===== src/rtl/cover_pkg.sv =====
// Shared types for the on-chip toggle-cover collector: index width, FSM states
// and a width helper that keeps encoder outputs at least one bit wide.
package cover_pkg;

    localparam int COVER_IDX_W = 64;

    typedef enum logic [1:0] {
        IDLE,
        SCAN,
        EMIT,
        DONE
    } cov_col_state_e;

    typedef logic [COVER_IDX_W-1:0] cover_idx_t;

    function automatic int pos_width(input int w);
        return (w > 1) ? $clog2(w) : 1;
    endfunction

endpackage


===== src/rtl/cover_prio_enc.sv =====
// Combinational lowest-set-bit encoder used to walk the drain snapshot in
// ascending bit order.
module cover_prio_enc
    import cover_pkg::*;
#(
    parameter  int WIDTH = 36,
    localparam int POS_W = pos_width(WIDTH)
) (
    input  logic [WIDTH-1:0] vec_i,
    output logic             found_o,
    output logic [POS_W-1:0] pos_o
);

    // Scan from the top so the last hit written is the lowest set bit.
    always_comb begin
        found_o = 1'b0;
        pos_o   = '0;
        for (int i = WIDTH - 1; i >= 0; i--) begin
            if (vec_i[i]) begin
                found_o = 1'b1;
                pos_o   = POS_W'(i);
            end
        end
    end

endmodule


===== src/rtl/cover_toggle_collector.sv =====
// Sticky toggle-hit collector: accumulates per-bit toggle events and drains a
// snapshot of them as ascending global cover indices over valid/ready.
module cover_toggle_collector
    import cover_pkg::*;
#(
    parameter  int          WIDTH       = 36,
    parameter  int unsigned COVER_INDEX = 0,
    parameter  int unsigned COVER_TOTAL = 10906,
    localparam int          HC_W        = $clog2(WIDTH + 1),
    localparam int          POS_W       = pos_width(WIDTH)
) (
    input  logic                   clock_i,
    input  logic                   reset_i,
    input  logic [WIDTH-1:0]       valid_i,
    input  logic                   clear_req_i,
    input  logic                   dump_req_i,
    output logic                   out_valid_o,
    input  logic                   out_ready_i,
    output logic [COVER_IDX_W-1:0] out_index_o,
    output logic                   dump_done_o,
    output logic                   busy_o,
    output logic [HC_W-1:0]        hit_count_o
);

    if (COVER_INDEX + WIDTH > COVER_TOTAL) begin : g_bad_range
        $error("cover_toggle_collector: COVER_INDEX+WIDTH exceeds COVER_TOTAL");
    end

    cov_col_state_e   state_q, state_d;
    logic [WIDTH-1:0] hits_q, hits_d;
    logic [WIDTH-1:0] snap_q, snap_d;
    cover_idx_t       out_index_q, out_index_d;
    logic [HC_W-1:0]  hit_count_q, hit_count_d;

    logic             enc_found;
    logic [POS_W-1:0] enc_pos;

    cover_prio_enc #(.WIDTH(WIDTH)) u_enc (
        .vec_i   (snap_q),
        .found_o (enc_found),
        .pos_o   (enc_pos)
    );

    always_comb begin
        state_d     = state_q;
        hits_d      = hits_q | valid_i;
        snap_d      = snap_q;
        out_index_d = out_index_q;
        case (state_q)
            IDLE: begin
                // Dump wins over clear; same-cycle events land in both hits and snap.
                if (dump_req_i) begin
                    snap_d  = hits_q | valid_i;
                    state_d = SCAN;
                end else if (clear_req_i) begin
                    hits_d = valid_i;
                end
            end
            SCAN: begin
                if (enc_found) begin
                    out_index_d     = cover_idx_t'(COVER_INDEX) + cover_idx_t'(enc_pos);
                    snap_d[enc_pos] = 1'b0;
                    state_d         = EMIT;
                end else begin
                    state_d = DONE;
                end
            end
            EMIT: begin
                if (out_ready_i) state_d = SCAN;
            end
            DONE: begin
                state_d = IDLE;
            end
            default: begin
                state_d = IDLE;
            end
        endcase
    end

    always_comb begin
        hit_count_d = '0;
        for (int i = 0; i < WIDTH; i++) begin
            hit_count_d = hit_count_d + HC_W'(hits_q[i]);
        end
    end

    always_ff @(posedge clock_i) begin
        if (reset_i) begin
            state_q     <= IDLE;
            hits_q      <= '0;
            snap_q      <= '0;
            out_index_q <= '0;
            hit_count_q <= '0;
        end else begin
            state_q     <= state_d;
            hits_q      <= hits_d;
            snap_q      <= snap_d;
            out_index_q <= out_index_d;
            hit_count_q <= hit_count_d;
        end
    end

    assign out_valid_o = (state_q == EMIT);
    assign dump_done_o = (state_q == DONE);
    assign busy_o      = (state_q != IDLE);
    assign out_index_o = out_index_q;
    assign hit_count_o = hit_count_q;

endmodule


===== config.mk =====
export PLATFORM = sky130hd
export DESIGN_NAME = cover_toggle_collector
export DESIGN_NICKNAME = d
export VERILOG_FILES = /design/src/rtl/cover_pkg.sv /design/src/rtl/cover_prio_enc.sv /design/src/rtl/cover_toggle_collector.sv
export SDC_FILE = /design/constraint.sdc
export NUM_CORES = 1
export LEC_CHECK = 0
export BUFFER_PORTS_ARGS = -buffer_cell sky130_fd_sc_hd__buf_2
export CORE_UTILIZATION = 45
export DETAILED_ROUTE_END_ITERATION = 8
export PLACE_DENSITY = 0.68
export SETUP_SLACK_MARGIN = 0.5
export SLEW_MARGIN = 0
export SYNTH_ARGS = -nofsm -noshare
export SYNTH_HDL_FRONTEND = slang
export SYNTH_SLANG_ARGS = --single-unit

===== constraint.sdc =====
create_clock -name clock_i -period 5 [get_ports clock_i]
set_input_delay 0.25 -clock clock_i [delete_from_list [all_inputs] [get_ports clock_i]]
set_output_delay 0.25 -clock clock_i [all_outputs]
set_load 0.05 [all_outputs]

==> flow_metrics.py, run 1 <==
metrics = {
    "synthesis": {
        "yosys_warnings": 0,
        "yosys-top-cells-count": "86 x dfxtp_1, 76 x nor2_1, 61 x inv_1",
        "synth_top_family_by_area": "compound AO/OA/AOI/OAI gates",
        "synth_cells": 600,
        "ys_ff_latch": 86,
        "yosysMostFrequentCell": "dfxtp_1",
        "synth_mux_area_share_pct": 0.582,
        "yosysTopAreaCell": "dfxtp_1",
        "ys_seq_area_share_pct": 33.3,
        "synth-xor-area-share_pct": 0.509,
        "synth-edff-count": 0,
        "ys_types": 64,
        "synth_compound_area_share_pct": 20.1,
        "syn_area_um2": 5160,
        "yosysTopAreaCellShare_pct": 33.3,
        "syn_area_per_cell_um2": 8.61,
        "synth-simple-area-share_pct": 17.8,
        "synth.area.top_cells": "dfxtp_1 33%, fa_1 11%, buf_4 8.4%, nor2_1 5.5%, a21oi_1 5.2%",
        "synthFlopType": "dfxtp_1",
        "synth_adder_area_share_pct": 12.8,
        "async_flop_share_pct": 0,
    },
    "pwr": {
        "power_per_cell_area_nw_per_um2": 547,
        "ir_worst_vdd_uv": 997,
        "p_leak_nw": 2.45,
        "total_power_w": 0.00308,
    },
    "placed_design": {
        "dpl.hpwl_mm": 9.46,
        "placed_area_um2": 5320,
        "place.gp.congestion": 0.865,
        "io_buffer_count": 55,
    },
    "die": {
        "die_y_um": 109,
        "core-area_um2": 11000,
        "row_count": 38,
        "start_util_pct": 46.8,
        "die_area_um2": 11900,
        "io_pins": 114,
        "die_w_um": 109,
    },
    "layout": {
        "area_delta_synth_final_pct": 9.01,
        "fill_cells": 1048,
        "fin_nets": 727,
        "n_antenna_cell": 0,
        "drive_gt1_share_pct": 16.8,
        "fin_area_um2": 5630,
    },
    "sta": {
        "finalHoldViolations": 0,
        "fmax_mhz": 216,
        "slew_viol_final": 0,
        "relSlewSlack_pct": 26.1,
        "rsz0062_at_grt": "true",
        "setup_viol": 0,
        "worst_slew_pin_slew_ns": 1.10,
        "post-route-period-util_pct": 92.5,
        "min_period_ns": 4.62,
        "fin_tns_setup_ns": 0,
        "skew_ns": 0.00648,
    },
    "worst_hold_path": {
        "min_from": "valid_i[26]",
        "hp-class": "input port to flip-flop",
    },
    "worst_setup_path": {
        "path_common_cell": "fa_1",
        "critPathSlowestCell": "fa_2",
        "critical_path.endpoint_type": "flip-flop",
        "arrival_ns": 4.82,
        "startpoint": "hits_q[29]",
        "worstPathMaxFanout": 3,
        "cpPeakStageDelay_ns": 0.55,
        "crit_chain": "fa_1, inv_1, fa_1, fa_1, inv_2, fa_1, inv_2, fa_1, fa_2, inv_2, ha_4, inv_2, fa_2, inv_1, a21o_1, a21oi_2, xnor2_1, nor2_1",
        "worstPathRequired_ns": 5.20,
        "r2r-start": "hits_q[29]",
        "crit_type": "flip-flop to flip-flop",
        "start_kind": "flip-flop",
    },
    "clock_tree": {
        "cts_buffers": 9,
        "cts.path.max_buffers": 2,
        "root_buffer": "clkbuf_16",
        "clkSinkCount": 86,
        "cts_tree": "built",
        "clk_latency_ns": 0.34,
        "h-tree-depth": 3,
        "clk_pin_slew_worst_paths_ns": 0.06,
    },
    "grt": {
        "grt_overflow": 0,
        "grt_pass1_wl_mm": 20.4,
        "grt_pass1_vias": 4099,
        "grt_usage_pct": 22.7,
        "grt_max_degree": 74,
        "antenna_found_initial": 0,
    },
    "run": {
        "maxCapViolations": 0,
    },
    "drt": {
        "antenna_left": 0,
        "dr.pass1.iters": 6,
        "vias": 4344,
        "drt-initial-drc-count": 250,
        "viasPerCell": 5.47,
        "drc_errors": 0,
        "route.detailed.wl_per_inst_um": 16.0,
        "wl_mm": 12.7,
    },
    "status": {
        "status": "finished, final reports clean",
    },
}
## registers in the layout, summed over array words and instances, names as in the netlist
signal,flops
hit_count_o,6
hits_q,36
out_index_o,6
snap_q,36
state_q,2
## metrics by stage
stage	std cells	hold slack [ns]	setup WS (ns)	utilization, %
floorplan	657	0.367	0.547	-
global placement	776	0.468	0.378	48.2
detailed placement	776	0.475	0.329	48.2
CTS	791	0.121	0.328	50.6
global route	794	0.138	0.224	51.0
finish	794	0.125	0.375	51.0
## metal layers
layer / GRT usage, % / part of all wire, % / routed length (µm)
met1: 29.7 / 45 / 5670
met4: 8.69 / 1.9 / 244
met5: 0 / 0 / 0
met2: 36.7 / 47 / 5980
met3: 4.66 / 6.1 / 778
## path summary, 6_finish.rpt
check | end | slack (ns) | cells after the start
setup / recovery | hit_count_o[4] | 0.38 | 18
hold / removal | hits_q[26] | 0.13 | 3
setup reg to reg | hit_count_o[4] | 0.38 | 18
hold reg to reg | hits_q[16] | 0.50 | 2
## layout make-up
class / instances / area [µm²] / share of cell area, %
Clock buffer: 13 / 240 / 4.27
Clock inverter: 2 / 10.0 / 0.178
Inverter: 61 / 229 / 4.07
Multi-Input combinational cell: 430 / 2920 / 51.9
Sequential cell: 86 / 1730 / 30.7
Tap cell: 140 / 175 / 3.11
Timing Repair Buffer: 62 / 328 / 5.82
## logic make-up after synthesis
family,after synthesis
muxes,3
buffers and inverters,141
AOI/OAI and AO/OA,159
xor gates and xnor gates,3
and+or+nand+nor,171
DFF,86
other,1
adders and majority gates,36
## cell usage in the layout, fill, tap and decap left out, drive strengths merged, types with 8 or more instances in the layout
cell	n
ha	8
conb	58
or3	19
fa	28
clkbuf	13
buf	62
nor4	14
nand2	15
a311oi	16
nor2	77
dfxtp	86
inv	61
o21ai	37
a21oi	55
nor3	22
## report_power, final
part | leakage (nW) | switching, W | internal [W] | total (W)
clock | 0.123 | 0.000260 | 0.000333 | 0.000593
sequential | 0.716 | 0.0000658 | 0.000768 | 0.000834
combinational | 1.61 | 0.00100 | 0.000646 | 0.00165
total | 2.45 | 0.00133 | 0.00175 | 0.00308
## critical path, delay by kind of cell (launching register included)
kind / cells / cell delay, ns
adder cells (fa/ha/maj): 8 / 3.39
flip-flops: 1 / 0.33
AO/OA/AOI/OAI: 2 / 0.31
buffers and inverters: 6 / 0.26
XOR/XNOR: 1 / 0.12
AND/OR/NAND/NOR: 1 / 0.05
## what timing repair did
action                     in CTS  in global routing
gates cloned                    0                  0
setup endpoints to repair       4                  5
gates resized for setup         4                 15
buffers inserted                0                  3
pin swaps                       3                 10
hold buffers                    0                  0
Note: power is estimated with default switching activity, not from simulation.
==> inputs of run 2 (changes only) <==
Settings changed: REMOVE_ABC_BUFFERS from default to 1.
==> flow_metrics.py, run 2 (synthesis gave the netlist of run 1 again) <==
metrics = {
    "layout": {
        "largest_registers": "hits_q x36, snap_q x36",
        "fin_area_um2": 5690,
        "fill_cells": 1047,
        "area_delta_synth_final_pct": 10.2,
        "final_common_cell": "dfxtp_1",
        "fin_nets": 728,
        "drive_gt1_share_pct": 17.2,
        "layout_common_cells": "82 x dfxtp_1, 76 x nor2_1, 58 x conb_1, 56 x inv_1, 55 x buf_2",
        "n_antenna_cell": 0,
    },
    "placed_design": {
        "placed_area_um2": 5320,
        "dpl.hpwl_mm": 9.32,
        "io_buffer_count": 55,
        "place.gp.congestion": 0.881,
    },
    "pwr": {
        "p_sw_w": 0.00136,
        "p_seq_share_pct": 26.3,
        "power.share.clock_pct": 21.6,
        "ir_worst_vdd_uv": 447,
        "p_comb_share_pct": 52.1,
        "power_per_cell_area_nw_per_um2": 556,
        "p_int_w": 0.00180,
        "p_leak_nw": 2.48,
        "netSwitchingFraction_pct": 43.0,
    },
    "sta": {
        "finalHoldViolations": 0,
        "post-route-period-util_pct": 92.6,
        "setup_viol": 0,
        "fmax_mhz": 216,
        "relSlewSlack_pct": 25.2,
        "skew_ns": 0.0113,
        "slew_viol_final": 0,
        "fin_tns_setup_ns": 0,
        "rsz0062_at_grt": "true",
        "min_period_ns": 4.63,
        "worst_slew_pin_slew_ns": 1.12,
    },
    "worst_setup_path": {
        "crit_type": "flip-flop to flip-flop",
        "r2r-start": "hits_q[19]",
        "crit_chain": "fa_1, inv_2, fa_1, inv_2, fa_1, inv_1, fa_1, fa_1, fa_2, inv_2, ha_4, buf_4, a21o_1, a21oi_2, inv_1, a21oi_2, nor3_2",
        "start_kind": "flip-flop",
        "worstPathRequired_ns": 5.20,
        "crit_buf_inv": 6,
        "cpPeakStageDelay_ns": 0.55,
        "critPathSlowestCell": "fa_2",
        "reg2reg_to": "hit_count_o[5]",
        "worstPathMaxFanout": 2,
        "path_common_cell": "fa_1",
        "reg2reg_setup_slack_ns": 0.37,
        "critical_path.endpoint_type": "flip-flop",
        "arrival_ns": 4.83,
        "critical_path.top_delay_family": "adder cells",
        "r2r_cells": 17,
    },
    "drt": {
        "drt-initial-drc-count": 309,
        "route.detailed.wl_per_inst_um": 16.0,
        "wl_mm": 12.7,
        "drc_errors": 0,
        "viasPerCell": 5.46,
        "antenna_left": 0,
        "dr.pass1.iters": 5,
        "vias": 4347,
    },
    "die": {
        "start_util_pct": 46.8,
        "core-area_um2": 11000,
        "die_w_um": 109,
        "die_y_um": 109,
        "row_count": 38,
        "die_area_um2": 11900,
        "io_pins": 114,
    },
    "clock_tree": {
        "clkSinkCount": 86,
        "clk_pin_slew_worst_paths_ns": 0.07,
        "cts_tree": "built",
        "clk_latency_ns": 0.34,
        "cts.path.max_buffers": 2,
        "root_buffer": "clkbuf_16",
        "cts_buffers": 9,
        "h-tree-depth": 3,
        "cts_hold_buf": 0,
    },
    "grt": {
        "grt_usage_pct": 22.7,
        "antenna_found_initial": 0,
        "grt_pass1_wl_mm": 20.1,
        "grt_pass1_vias": 3946,
        "grt_overflow": 0,
        "grt_max_degree": 40,
    },
    "worst_hold_path": {
        "hp-class": "input port to flip-flop",
        "whs_endpoint": "hits_q[33]",
        "hold_path_depth": 3,
        "min_from": "valid_i[33]",
    },
    "run": {
        "maxCapViolations": 0,
    },
    "status": {
        "status": "finished, final reports clean",
    },
}
==> run 2: changes by cell type in the layout (fill, tap and decap cells not counted), sizes merged <==
| cell | delta |
|---|---|
| clkbuf | -3 |
| buf | +1 |
| bufinv | +1 |
| inv | +2 |
| clkinvlp | +1 |
==> run 2: how the worst max path moves through the flow <==
stage / slack [ns] / cells past startpoint / end / startpoint
after floorplan: 0.56 / 18 / hit_count_o[4] / hits_q[17]
after global placement: 0.42 / 16 / hit_count_o[4] / hits_q[0]
after detailed placement: 0.32 / 16 / hit_count_o[4] / hits_q[0]
after CTS: 0.34 / 18 / hit_count_o[4] / hits_q[29]
after global routing: 0.18 / 18 / hit_count_o[4] / hits_q[25]
final: 0.37 / 17 / hit_count_o[5] / hits_q[19]
==> run 2: power by group through the flow <==
| stage | Combinational [W] | Clock, W | Sequential, W |
|---|---|---|---|
| after detailed placement | 0.00151 | 0 | 0.000846 |
| after global routing | 0.00186 | 0.000721 | 0.000842 |
| final | 0.00165 | 0.000684 | 0.000832 |
| after CTS | 0.00158 | 0.000692 | 0.000831 |
| after floorplan | 0.00114 | 0 | 0.000895 |
| after global placement | 0.00147 | 0 | 0.000842 |
==> run 2: worst min-delay path: stages <==
cell and delay, ns:
buf_2 0.08, a21oi_1 0.03, nor2_1 0.06
==> run 2: layout make-up <==
type	count	area, µm²	share of cell area [%]
Clock buffer	10	229	4.03
Clock inverter	6	68.8	1.21
Inverter	61	229	4.03
Multi-Input combinational cell	430	2920	51.4
Sequential cell	86	1730	30.4
Tap cell	140	175	3.08
Timing Repair Buffer	63	335	5.90
==> run 2: layer usage <==
| layer | vias up | share of wire, % | routed length, µm | track usage (%) |
|---|---|---|---|---|
| li1 | 2063 | - | - | - |
| met1 | 2076 | 44 | 5590 | 30.1 |
| met2 | 187 | 48 | 6090 | 36.9 |
| met3 | 21 | 6.4 | 813 | 3.95 |
| met4 | 0 | 1.9 | 242 | 8.11 |
| met5 | - | 0 | 0 | 0 |
==> run 2: repair_timing <==
item                                    CTS  global route
cloned                                    0             0
setup buffers                             0             4
endpoints found under the setup margin    4             5
endpoints found under the hold margin     0             0
pin swaps                                 9             8
resized for setup                         5            12
==> run 2: per-stage QoR <==
step                power (W)  utilization, %  worst slack [ns]  hold slack [ns]  instances
floorplan             0.00204               -             0.560            0.317        577
global placement      0.00231            48.2             0.418            0.471        776
detailed placement    0.00235            48.2             0.321            0.478        776
CTS                   0.00311            51.1             0.342            0.124        792
global route          0.00342            51.6             0.179            0.132        796
finish                0.00316            51.6             0.368            0.122        796
==> inputs of run 3 (changes only) <==
Settings changed: ABC_AREA from default to 1.
==> flow_metrics.py, run 3 <==
metrics = {
    "synthesis": {
        "ys_ff_latch": 86,
        "yosysMostFrequentCell": "inv_1",
        "ys_seq_area_share_pct": 32.5,
        "async_flop_share_pct": 0,
        "syn_area_per_cell_um2": 7.45,
        "synthFlopType": "dfxtp_1",
        "syn_area_um2": 5300,
        "yosys-top-cells-count": "143 x inv_1, 103 x nand2_1, 86 x dfxtp_1",
        "yosys_warnings": 0,
        "synth.area.top_cells": "dfxtp_1 32%, fa_1 11%, inv_1 10%, buf_4 8.2%, nand2_1 7.3%",
        "ys_types": 28,
        "yosysTopAreaCell": "dfxtp_1",
        "yosysTopAreaCellShare_pct": 32.5,
        "synth_cells": 712,
        "synth-edff-count": 0,
    },
    "clock_tree": {
        "cts_buffers": 9,
        "clkSinkCount": 86,
        "root_buffer": "clkbuf_16",
        "cts.path.max_buffers": 2,
        "cts_hold_buf": 0,
        "clk_latency_ns": 0.34,
        "clk_pin_slew_worst_paths_ns": 0.06,
        "h-tree-depth": 3,
        "cts_tree": "built",
    },
    "pwr": {
        "total_power_w": 0.00340,
        "ir_worst_vdd_uv": 986,
        "power_per_cell_area_nw_per_um2": 580,
        "p_leak_nw": 2.89,
    },
    "layout": {
        "final_common_cell": "inv_1",
        "layout_common_cells": "135 x inv_1, 102 x nand2_1, 84 x dfxtp_1, 58 x conb_1, 55 x buf_2",
        "drive_gt1_share_pct": 18.6,
        "area_delta_synth_final_pct": 10.5,
        "largest_registers": "hits_q x36, snap_q x36",
        "n_antenna_cell": 0,
        "fin_nets": 835,
    },
    "drt": {
        "wl_mm": 11.5,
        "route.detailed.wl_per_inst_um": 12.7,
        "drt-initial-drc-count": 205,
        "vias": 4416,
        "viasPerCell": 4.87,
        "dr.pass1.iters": 4,
        "antenna_left": 0,
        "drc_errors": 0,
    },
    "worst_setup_path": {
        "reg2reg_to": "hit_count_o[4]",
        "crit_type": "flip-flop to flip-flop",
        "arrival_ns": 4.89,
        "critPathSlowestCell": "fa_1",
        "r2r_cells": 17,
        "r2r-start": "hits_q[21]",
        "worstPathRequired_ns": 5.23,
        "worstPathMaxFanout": 3,
        "crit_chain": "fa_1, inv_2, fa_2, inv_1, fa_1, inv_2, fa_2, fa_1, fa_2, inv_2, ha_4, inv_2, fa_2, o21bai_1, a21oi_1, o21ai_1, a21oi_1",
        "critical_path.endpoint_type": "flip-flop",
        "cpPeakStageDelay_ns": 0.58,
        "startpoint": "hits_q[21]",
        "crit_end": "hit_count_o[4]",
        "reg2reg_setup_slack_ns": 0.34,
        "start_kind": "flip-flop",
    },
    "sta": {
        "finalHoldViolations": 0,
        "slew_viol_final": 0,
        "fmax_mhz": 214,
        "min_period_ns": 4.66,
        "setup_viol": 0,
        "fin_tns_setup_ns": 0,
        "post-route-period-util_pct": 93.3,
        "worst_slew_pin_slew_ns": 0.886,
        "skew_ns": 0.0101,
        "relSlewSlack_pct": 40.5,
        "rsz0062_at_grt": "true",
    },
    "die": {
        "io_pins": 114,
        "die_y_um": 111,
        "die_w_um": 111,
        "row_count": 39,
        "core-area_um2": 11500,
        "start_util_pct": 46.3,
        "die_area_um2": 12200,
    },
    "grt": {
        "grt_pass1_vias": 4188,
        "grt_pass1_wl_mm": 19.6,
        "grt_usage_pct": 20.0,
        "grt_overflow": 0,
        "grt_max_degree": 72,
        "antenna_found_initial": 0,
    },
    "worst_hold_path": {
        "hp-class": "input port to flip-flop",
        "hold_path_depth": 3,
    },
    "run": {
        "maxCapViolations": 0,
    },
    "status": {
        "status": "finished, final reports clean",
    },
    "placed_design": {
        "place.gp.congestion": 0.830,
        "dpl.hpwl_mm": 8.51,
        "io_buffer_count": 55,
    },
}
[run 3: changes by cell type in the layout (fill, tap and decap cells not counted), sizes merged, moves of 14 or more]
cell and delta:
or3 -19, nor2 -32, a311oi -16, nand2 +91, or2 +33, nor4 -14, nand3 +19, inv +80
o211ai +34, nor3 -16, nand4 +16
[run 3: cell type report]
type / instances / area (µm²)
sequential: 86 / 1720
multi-input combinational: 458 / 2780
inverter: 144 / 541
clock buffer: 11 / 253
clock inverter: 5 / 81.3
timing repair buffer: 59 / 305
fill: 1098 / 5610
tap: 143 / 179
[run 3: per-stage QoR]
| stage | instances | hold WS [ns] | cell area (µm²) | utilization [%] | setup WS, ns |
|---|---|---|---|---|---|
| floorplan | 688 | 0.317 | 4990 | - | 0.557 |
| detailed placement | 889 | 0.452 | 5470 | 47.7 | 0.322 |
| global route | 906 | 0.160 | 5860 | 51.1 | 0.186 |
| global placement | 889 | 0.454 | 5470 | 47.7 | 0.344 |
| finish | 906 | 0.155 | 5860 | 51.1 | 0.335 |
| CTS | 905 | 0.149 | 5800 | 50.6 | 0.371 |
[run 3: how the worst min path moves through the flow]
stage	startpoint	to
after floorplan	reset_i	hit_count_o[1]
after global placement	out_index_o[5]	out_index_o[5]
after detailed placement	out_index_o[5]	out_index_o[5]
after CTS	valid_i[29]	hits_q[29]
after global routing	valid_i[29]	hits_q[29]
final	valid_i[29]	hits_q[29]
[run 3: kinds of logic after synthesis]
kind of cell / count (synthesis) / share of synthesized area (%)
simple gates: 230 / 19.7
buf+inv: 225 / 20.2
compound gates: 134 / 15.1
flops: 86 / 32.5
fa+ha+maj: 36 / 12.5
other cells: 1 / 0.0707
[run 3: power breakdown]
group | switching (W) | internal (W)
sequential | 0.0000470 | 0.000774
clock | 0.000276 | 0.000465
combinational | 0.00113 | 0.000709
total | 0.00145 | 0.00195
[run 3: repair_timing]
item	4_1_cts	5_1_grt
setup buffers	0	1
endpoints found under the setup margin	1	5
pin swaps	5	17
gates resized for setup	4	19
endpoints found under the hold margin	0	0
[run 3: layer usage]
metal | wire (µm) | global-route usage [%]
met2 | 5160 | 31.3
met3 | 715 | 4.23
met1 | 5380 | 27.3
met5 | 0 | 0
met4 | 235 | 7.29
[run 3: critical path: cells and delay by family, from the launching register on]
kind	cells	cell delay, ns
AO/OA/AOI/OAI	4	0.43
buffers and inverters	5	0.31
flip-flops	1	0.33
adder cells (fa/ha/maj)	8	3.50
